--- config.mk ---
export PLATFORM = sky130hd
export DESIGN_NAME = pc_seq_ctrl
export DESIGN_NICKNAME = d
export VERILOG_FILES = /design/src/rtl/pc_seq_pkg.sv /design/src/rtl/ras_stack.sv /design/src/rtl/pc_seq_ctrl.sv
export SDC_FILE = /design/constraint.sdc
export NUM_CORES = 1
export LEC_CHECK = 0
export ABC_AREA = 1
export CAP_MARGIN = 40
export CORE_MARGIN = 2
export CORE_UTILIZATION = 55
export CTS_CLUSTER_DIAMETER = 40
export CTS_CLUSTER_SIZE = 14
export DETAILED_ROUTE_END_ITERATION = 12
export PLACE_DENSITY_LB_ADDON = 0.08
export SLEW_MARGIN = 0
export SYNTH_ARGS = -nofsm -noshare
export SYNTH_HDL_FRONTEND = slang
export SYNTH_SLANG_ARGS = --single-unit
--- constraint.sdc ---
create_clock -name CLK -period 4.8 [get_ports CLK]
set_input_delay 0.48 -clock CLK [delete_from_list [all_inputs] [get_ports CLK]]
set_output_delay 0.48 -clock CLK [all_outputs]
set_load 0.05 [all_outputs]
--- src/rtl/pc_seq_pkg.sv ---
// pc_seq_pkg: shared types and constants for the program-counter sequencer.
// Holds the FSM state enum, the address width and the default interrupt vector.
package pc_seq_pkg;
  localparam int ADDR_W = 10;
  localparam logic [ADDR_W-1:0] INTR_VEC_DEF = 10'h3FF;
  typedef enum logic [1:0] {ST_INIT, ST_FETCH, ST_EXEC, ST_INTR} state_t;
endpackage

--- src/rtl/ras_stack.sv ---
// ras_stack: circular return-address stack with sticky overflow/underflow flag.
// Ports: CLK/RST (sync, active-high); push_i/din_i write; pop_i pops, dout_o is
// the current top (0 when empty); full_o/empty_o occupancy; err_o sticky error.
module ras_stack
  import pc_seq_pkg::*;
#(
  parameter int DEPTH = 8,
  parameter int W = ADDR_W
) (
  input  logic         CLK,
  input  logic         RST,
  input  logic         push_i,
  input  logic         pop_i,
  input  logic [W-1:0] din_i,
  output logic [W-1:0] dout_o,
  output logic         full_o,
  output logic         empty_o,
  output logic         err_o
);
  localparam int PW = $clog2(DEPTH);
  logic [W-1:0] mem_q [DEPTH];
  logic [PW-1:0] wp_q;
  logic [PW:0] cnt_q;
  logic err_q;
  assign full_o = cnt_q == (PW+1)'(DEPTH);
  assign empty_o = cnt_q == '0;
  assign dout_o = empty_o ? '0 : mem_q[wp_q - 1'b1];
  assign err_o = err_q;
  // Write pointer always advances on push, so a push while full lands on the
  // oldest entry and the buffer behaves circularly.
  always_ff @(posedge CLK)
    if (push_i && !RST) mem_q[wp_q] <= din_i;
  always_ff @(posedge CLK) begin
    if (RST) begin
      wp_q <= '0;
      cnt_q <= '0;
      err_q <= 1'b0;
    end else if (push_i) begin
      wp_q <= wp_q + 1'b1;
      cnt_q <= cnt_q + {{PW{1'b0}}, ~full_o};
      err_q <= err_q | full_o;
    end else if (pop_i) begin
      wp_q <= empty_o ? wp_q : wp_q - 1'b1;
      cnt_q <= cnt_q - {{PW{1'b0}}, ~empty_o};
      err_q <= err_q | empty_o;
    end
  end
endmodule

--- src/rtl/pc_seq_ctrl.sv ---
// pc_seq_ctrl: fetch/execute sequencer driving the program counter, with
// return-address stack and optional interrupt support (macro PC_SEQ_INTR_EN).
// Ports: CLK, RST (sync, active-high); PC_COUNT current PC; BR_ADDR target;
// IS_* / BR_TAKEN decoded instruction class; INTR level request;
// PC_LD/PC_INC/PC_DIN program-counter control; IR_LD instruction load;
// INT_ACK interrupt acknowledge; IE interrupt enable; STK_ERR sticky stack error.
module pc_seq_ctrl
  import pc_seq_pkg::*;
#(
  parameter int STACK_DEPTH = 8,
  parameter logic [ADDR_W-1:0] INTR_VEC = INTR_VEC_DEF
) (
  input  logic              CLK,
  input  logic              RST,
  input  logic [ADDR_W-1:0] PC_COUNT,
  input  logic [ADDR_W-1:0] BR_ADDR,
  input  logic              IS_BRANCH,
  input  logic              BR_TAKEN,
  input  logic              IS_CALL,
  input  logic              IS_RET,
  input  logic              IS_RETI,
  input  logic              IS_SEI,
  input  logic              IS_CLI,
  input  logic              INTR,
  output logic              PC_LD,
  output logic              PC_INC,
  output logic [ADDR_W-1:0] PC_DIN,
  output logic              IR_LD,
  output logic              INT_ACK,
  output logic              IE,
  output logic              STK_ERR
);
  state_t state_q, state_d;
  logic is_exec, is_intr, do_ret, do_call, do_br, push, pop, intr_go;
  logic [ADDR_W-1:0] stk_dout;
  logic stk_err, unused_full, unused_empty;
  always_ff @(posedge CLK) state_q <= RST ? ST_INIT : state_d;
  always_comb
    state_d = state_q == ST_INIT ? ST_FETCH :
              state_q == ST_FETCH ? ST_EXEC :
              (state_q == ST_EXEC && intr_go) ? ST_INTR : ST_FETCH;
  // RETI always pops like RET; RST gates every strobe so a reset cycle
  // neither pushes nor loads.
  always_comb begin
    is_exec = state_q == ST_EXEC;
    is_intr = state_q == ST_INTR;
    do_ret = is_exec & (IS_RET | IS_RETI);
    do_call = is_exec & ~IS_RET & ~IS_RETI & IS_CALL;
    do_br = is_exec & ~IS_RET & ~IS_RETI & ~IS_CALL & IS_BRANCH & BR_TAKEN;
    push = ~RST & (do_call | is_intr);
    pop = ~RST & do_ret;
    PC_LD = ~RST & (do_ret | do_call | do_br | is_intr);
    PC_INC = ~RST & (state_q == ST_FETCH);
    IR_LD = PC_INC;
    PC_DIN = !PC_LD ? '0 : do_ret ? stk_dout : is_intr ? INTR_VEC : BR_ADDR;
    STK_ERR = ~RST & stk_err;
  end
`ifdef PC_SEQ_INTR_EN
  logic ie_q, ie_d, pend_q, pend_d;
  always_ff @(posedge CLK) begin
    ie_q <= RST ? 1'b0 : ie_d;
    pend_q <= RST ? 1'b0 : pend_d;
  end
  // IE shows the value after this cycle's updates, so the EXEC exit test and
  // the visible flag agree; CLI wins if combined with SEI/RETI.
  always_comb begin
    ie_d = (is_intr | (is_exec & IS_CLI)) ? 1'b0 :
           (is_exec & (IS_SEI | IS_RETI)) ? 1'b1 : ie_q;
    pend_d = is_intr ? 1'b0 : pend_q | INTR;
  end
  assign intr_go = pend_q & ie_d;
  assign INT_ACK = ~RST & is_intr;
  assign IE = ~RST & ie_d;
`else
  logic unused_intr;
  assign unused_intr = ^{INTR, IS_SEI, IS_CLI};
  assign intr_go = 1'b0;
  assign INT_ACK = 1'b0;
  assign IE = 1'b0;
`endif
  ras_stack #(.DEPTH(STACK_DEPTH), .W(ADDR_W)) u_ras (
    .CLK(CLK),
    .RST(RST),
    .push_i(push),
    .pop_i(pop),
    .din_i(PC_COUNT),
    .dout_o(stk_dout),
    .full_o(unused_full),
    .empty_o(unused_empty),
    .err_o(stk_err)
  );
endmodule

==> reports/results.ini, run 1 <==
[status]
outcome = finished clean

[die]
die_x_um = 91.0
die_y_um = 91.0
io_pins = 46
core_um2 = 7290
row_count = 31
start_util_pct = 57.0
dieArea_um2 = 8270

[sta]
hold_viol = 0
min_period_ns = 3.65
setup_ws_ns = 1.15
finalCritPeriodShare_pct = 75.9
rsz0062_at_grt = false
worstMarginPinSlew_ns = 0.762
fin_setup_tns_ns = 0
finClkSkew_ns = 0.00598
max_freq_mhz = 274
drv_slew = 0
setup_viol = 0
max_slew_margin_pct = 49.0

[cts]
post_cts_buffers = 0
cts_max_level = 3
clock-sinks = 90
clkTransAtPathRegs_ns = 0.09
clock_path_buffers = 2
clkLatencyLatePin_ns = 0.35
cts-root-buf = clkbuf_8
cts_tree = yes
cts_hold_buf = 0
cts_resized = 0
cts_made_buffers = 9

[power]
p_sw_share_pct = 26.1
switchingPower_uw = 419
powerDensity_nw_per_um2 = 328
seqPwrFrac_pct = 54.0
total_power_mw = 1.60
p_comb_share_pct = 14.2
power_frac_clock_pct = 31.9
leakage_nw = 1.85
internal_power_mw = 1.19
vdd_ir_drop_max_mv = 0.339

[synthesis]
seq_area_frac_synth_pct = 62.6
yosysTopAreaCell = edfxtp_1
yosys-top-cells-area = edfxtp_1 58%, nor2_1 7.8%, o21ai_0 7.6%
synth_common_cells = 86 x nor2_1, 80 x edfxtp_1, 63 x o21ai_0
synth_edf_count = 80
synth_largest_type_area_fraction_pct = 57.8
synthArstFlopShare_pct = 0
synth_cell_type_count = 34
synth_flop_cell = edfxtp_1
syn-cell-area_um2 = 4160
yosys_register_bits = 90
synth_most_common_cell = nor2_1
syn_area_per_cell_um2 = 10.5
syn_inst = 396
ys_warn_count = 0

[worst_setup_path]
cp-start-kind = register
slowest_delay_ns = 0.73
crit_start = u_ras.wp_q[0]
cp_slowest_cell = ha_1
critPathTopFamily = buffers and inverters
crit_path_cell_trace = buf_4 -> inv_2 -> ha_1 -> buf_4 -> o21ai_0 -> o21ai_0 -> o21ai_0 -> o21ai_1 -> nand3_2 -> inv_2 -> buf_4
cp-end-kind = output pin
worst-endpoint-required_ns = 4.32
critPathBufInv = 5
crit_path_max_fanout = 45
r2r-start = u_ras.wp_q[0]
worst_ep_arrival_time_ns = 3.17
path_class = register to output pin

[finish]
syn2layout_area_growth_pct = 17.5
antenna_cells = 0
n_fill_cell = 593
stdcell_area_um2 = 4890
final_nets = 475
layout-drive-gt1-share_pct = 17.0

[detailed_routing]
vias = 2871
drt_iter0_drc = 154
drc_errors = 0
via_per_inst = 5.27
wire_per_inst_um = 15.5
wirelength_um = 8430
ant_nets = 0
drtPass1Iterations = 4

[place]
pre_cts_ws_ns = 1.37
hpwl_um = 5540
place_area_um2 = 4680
port_buffers = 40
globalplace.congestion = 0.824

[global_route]
grt_pass1_vias = 2782
grt_max_degree = 46
grtUsageTotal_pct = 21.3
grt_pass1_wl_um = 13500
antenna_found_initial = 0
grt.overflow.total = 0

[worst_hold_path]
min_path_type = register to register
hp-start = u_ras.err_o

[job]
drv_cap = 0

[power groups by stage]
stage	Sequential (mW)	Combinational, mW	Clock, mW
final	0.865	0.227	0.511
after global placement	0.883	0.219	0
after detailed placement	0.883	0.226	0
after floorplan	0.882	0.154	0
after global routing	0.867	0.249	0.548
after CTS	0.865	0.227	0.520
[final cells by class]
| cell class | instances | area [µm²] | area share [%] |
|---|---|---|---|
| timing repair buffer | 54 | 508 | 10.4 |
| multi-input combinational | 247 | 1290 | 26.4 |
| tap | 99 | 124 | 2.54 |
| clock inverter | 7 | 77.6 | 1.59 |
| sequential | 90 | 2600 | 53.3 |
| clock buffer | 9 | 124 | 2.54 |
| inverter | 39 | 160 | 3.28 |
[cells in the final DEF, fill, tap and decap left out]
master and count:
nor2_1 86, o211ai_1 2, o21ai_0 63, nand3_2 11, buf_6 4, nand4_1 1, nand2_4 3, xor2_1 1
nor3_4 1, nand3_1 4, ha_1 4, o311ai_1 1, buf_4 19, dfxtp_1 10, xnor2_1 2, nand2_1 30
o41ai_4 1, buf_12 1, nor3b_2 1, inv_8 1, a21oi_1 6, clkinv_4 2, clkinv_2 2, conb_1 2
o21ai_1 18, edfxtp_1 80, clkbuf_8 9, nor4_1 1, bufinv_8 1, o31ai_2 1, inv_1 26, nand4_2 1
o22ai_1 3, o21ai_4 1, inv_2 12, bufinv_16 1, inv_6 1, nor2_2 3, clkdlybuf4s50_1 30
[per-layer routing]
layer	wire length [µm]	GRT usage, %	vias up
li1	-	-	1437
met1	3610	27.0	1341
met2	4180	36.6	79
met3	529	5.56	14
met4	99	5.43	0
met5	0	0	-
[worst paths after layout]
check	endpoint	slack, ns	cells after the start
worst max-delay path	PC_DIN[2]	1.15	11
worst min-delay path	u_ras.err_o	0.48	2
worst max register to register	u_ras.mem_q[4][9]	2.44	6
worst min register to register	u_ras.err_o	0.48	2
[per-stage QoR]
step	hold WS [ns]	util, %	instances
6_report	0.485	67.0	545
5_1_grt	0.531	67.0	545
4_1_cts	0.488	67.0	545
3_5_place_dp	0.475	64.2	529
3_3_place_gp	0.471	63.2	521
2_1_floorplan	0.455	-	397
[worst reg2reg max path, delay by kind of cell, from the launching register on]
family                 cells  cell delay (ns)
and+or+nand+nor            2             0.79
DFF                        1             0.31
buffers and inverters      4             0.98
[state kept, by name (all words and copies together), names as in the netlist]
name and count:
state_q 2, u_ras.cnt_q 4, u_ras.err_o 1, u_ras.mem_q 80
u_ras.wp_q 3
[cell families after synthesis]
group / count (synthesis) / synth area share, %
xor gates and xnor gates: 3 / 0.632
DFF: 90 / 62.6
and+or+nand+nor: 142 / 16.2
other: 1 / 0.0902
buffers and inverters: 60 / 6.77
adders and majority gates: 4 / 1.20
AOI/OAI and AO/OA: 96 / 12.6
Power figures use the tool's default switching activity.
==> run 2, diff against run 1 <==
--- a/config.mk
+++ b/config.mk
@@ -8,7 +8,7 @@
 export ABC_AREA = 1
 export CAP_MARGIN = 40
 export CORE_MARGIN = 2
-export CORE_UTILIZATION = 55
+export CORE_UTILIZATION = 51
 export CTS_CLUSTER_DIAMETER = 40
 export CTS_CLUSTER_SIZE = 14
 export DETAILED_ROUTE_END_ITERATION = 12
==> constraint.sdc (replaced) <==
create_clock -name CLK -period 3.22 [get_ports CLK]
set_input_delay 0.322 -clock CLK [delete_from_list [all_inputs] [get_ports CLK]]
set_output_delay 0.322 -clock CLK [all_outputs]
set_load 0.05 [all_outputs]
==> reports/results.ini, run 2 (synthesized netlist as in run 1, its figures left out) <==
[cts]
clkTransAtPathRegs_ns = 0.09  ; about the same
cts_resized = 0  ; unchanged
clock_path_buffers = 2  ; unchanged
post_cts_buffers = 0  ; unchanged
cts_made_buffers = 9  ; unchanged
cts_hold_buf = 0  ; unchanged
cts_max_level = 3  ; unchanged
clkLatencyLatePin_ns = 0.35  ; about the same
clock-sinks = 90  ; unchanged
cts_tree = yes
cts-root-buf = clkbuf_8

[status]
outcome = finished clean

[finish]
mostFrequentLayoutCells = 86 x nor2_1, 80 x edfxtp_1, 63 x o21ai_0, 30 x nand2_1, 29 x clkdlybuf4s50_1
syn2layout_area_growth_pct = 21.1
largestRegisters = u_ras.mem_q: 80 flops, u_ras.cnt_q: 4 flops, u_ras.wp_q: 3 flops
layout-drive-gt1-share_pct = 17.4  ; +0.33 points
antenna_cells = 0  ; unchanged
final_nets = 478  ; +0.63%
n_fill_cell = 633  ; +6.7%
top_register = u_ras.mem_q
layout_commonest_cell = nor2_1
largest_register_ffs = 80  ; unchanged

[sta]
rsz0062_at_grt = false
setup_viol = 0  ; unchanged
max_slew_margin_pct = 65.9  ; +17 points
fin_setup_tns_ns = 0  ; unchanged
worstMarginPinSlew_ns = 0.511  ; -0.251 ns
hold_viol = 0  ; unchanged
finalCritPeriodShare_pct = 88.3
min_period_ns = 2.84
drv_slew = 0  ; unchanged
finClkSkew_ns = 0.0127  ; +0.00672 ns
max_freq_mhz = 352

[die]
io_pins = 46  ; unchanged
die_y_um = 94.3  ; +3.7%
start_util_pct = 53.3  ; -3.8 points
core_um2 = 7810  ; +7.1%
die_x_um = 94.3  ; +3.7%
row_count = 32  ; +3.2%
dieArea_um2 = 8890  ; +7.5%

[place]
hpwl_um = 5450  ; -1.7%
globalplace.congestion = 0.849  ; +3.0%
port_buffers = 40  ; unchanged

[global_route]
grt.overflow.total = 0  ; unchanged
antenna_found_initial = 0  ; unchanged
grtUsageTotal_pct = 20.4  ; -0.89 points
grt_max_degree = 45  ; -2.2%
grt_pass1_wl_um = 13300  ; -1.4%
grt_pass1_vias = 2641  ; -5.1%

[worst_setup_path]
crit_path_max_fanout = 36  ; -20%
r2r_cells = 10  ; +4
cp-end-kind = output pin
worst-endpoint-required_ns = 2.90  ; -1.42 ns
worst_ep_arrival_time_ns = 2.52  ; -0.65 ns
path_class = register to output pin
cp-start-kind = register

[detailed_routing]
drt_iter0_drc = 166  ; +7.8%
drtPass1Iterations = 4  ; unchanged
drc_errors = 0  ; unchanged
wirelength_um = 8300  ; -1.5%
via_per_inst = 5.24  ; -0.50%
ant_nets = 0  ; unchanged
vias = 2888  ; +0.59%
wire_per_inst_um = 15.1  ; -2.5%

[power]
powerDensity_nw_per_um2 = 489  ; +49%
total_power_mw = 2.46  ; +53%
leakage_nw = 1.90  ; +2.6%
vdd_ir_drop_max_mv = 0.333  ; -1.7%

[worst_hold_path]
holdPathStages = 2  ; unchanged
min_path_type = register to register

[job]
drv_cap = 0  ; unchanged

run 2: final cells by class:
cell class | count | area (µm²) | area share, %
Multi-Input combinational cell | 247 | 1290 | 25.6
Clock buffer | 9 | 124 | 2.46
Clock inverter | 7 | 92.6 | 1.84
Timing Repair Buffer | 57 | 638 | 12.7
Inverter | 39 | 160 | 3.18
Sequential cell | 90 | 2600 | 51.7
Tap cell | 102 | 128 | 2.53
run 2: worst max-delay path: stages (launching register included):
cell and delay (ns):
dfxtp_1 0.38, inv_1 0.10, ha_1 0.38, buf_4 0.37, o21ai_0 0.14, o21ai_0 0.22
o21ai_1 0.10, o21ai_1 0.17, nand3_2 0.08, inv_2 0.07, buf_12 0.13
run 2: worst paths after layout:
| check | startpoint | slack (ns) | end |
|---|---|---|---|
| hold reg to reg | u_ras.err_o | 0.49 | u_ras.err_o |
| hold / removal | u_ras.err_o | 0.49 | u_ras.err_o |
| setup / recovery | u_ras.wp_q[1] | 0.38 | PC_DIN[3] |
| setup reg to reg | u_ras.cnt_q[1] | 0.99 | u_ras.cnt_q[3] |
run 2: layer usage:
metal / part of all wire [%] / vias to the layer above / GRT usage (%)
met1: 44 / 1365 / 27.1
li1: - / 1443 / -
met2: 49 / 70 / 33.7
met4: 1.8 / 0 / 9.06
met5: 0 / - / 0
met3: 5.9 / 10 / 2.89
run 2: metrics by stage:
stage / setup WS [ns] / area (µm²) / utilization (%) / instances / hold slack, ns
floorplan: 0.917 / 4160 / - / 397 / 0.391
global placement: 0.742 / 4820 / 61.7 / 535 / 0.470
detailed placement: 0.662 / 4820 / 61.7 / 535 / 0.476
CTS: 0.359 / 5030 / 64.5 / 551 / 0.489
global route: 0.141 / 5030 / 64.5 / 551 / 0.522
finish: 0.377 / 5030 / 64.5 / 551 / 0.485
run 2: power by group:
| group | total (mW) | switching (mW) | internal (mW) |
|---|---|---|---|
| clock network | 0.820 | 0.382 | 0.437 |
| logic | 0.350 | 0.218 | 0.132 |
| registers | 1.29 | 0.0107 | 1.28 |
| total | 2.46 | 0.611 | 1.85 |
==> run 3, diff against run 2 <==
--- a/config.mk
+++ b/config.mk
@@ -13,7 +13,7 @@
 export CTS_CLUSTER_SIZE = 14
 export DETAILED_ROUTE_END_ITERATION = 12
 export PLACE_DENSITY_LB_ADDON = 0.08
-export SLEW_MARGIN = 0
+export SLEW_MARGIN = 15
 export SYNTH_ARGS = -nofsm -noshare
 export SYNTH_HDL_FRONTEND = slang
 export SYNTH_SLANG_ARGS = --single-unit
==> results of run 3 <==
The final DEF is identical to that of run 2; final timing and power are the same.
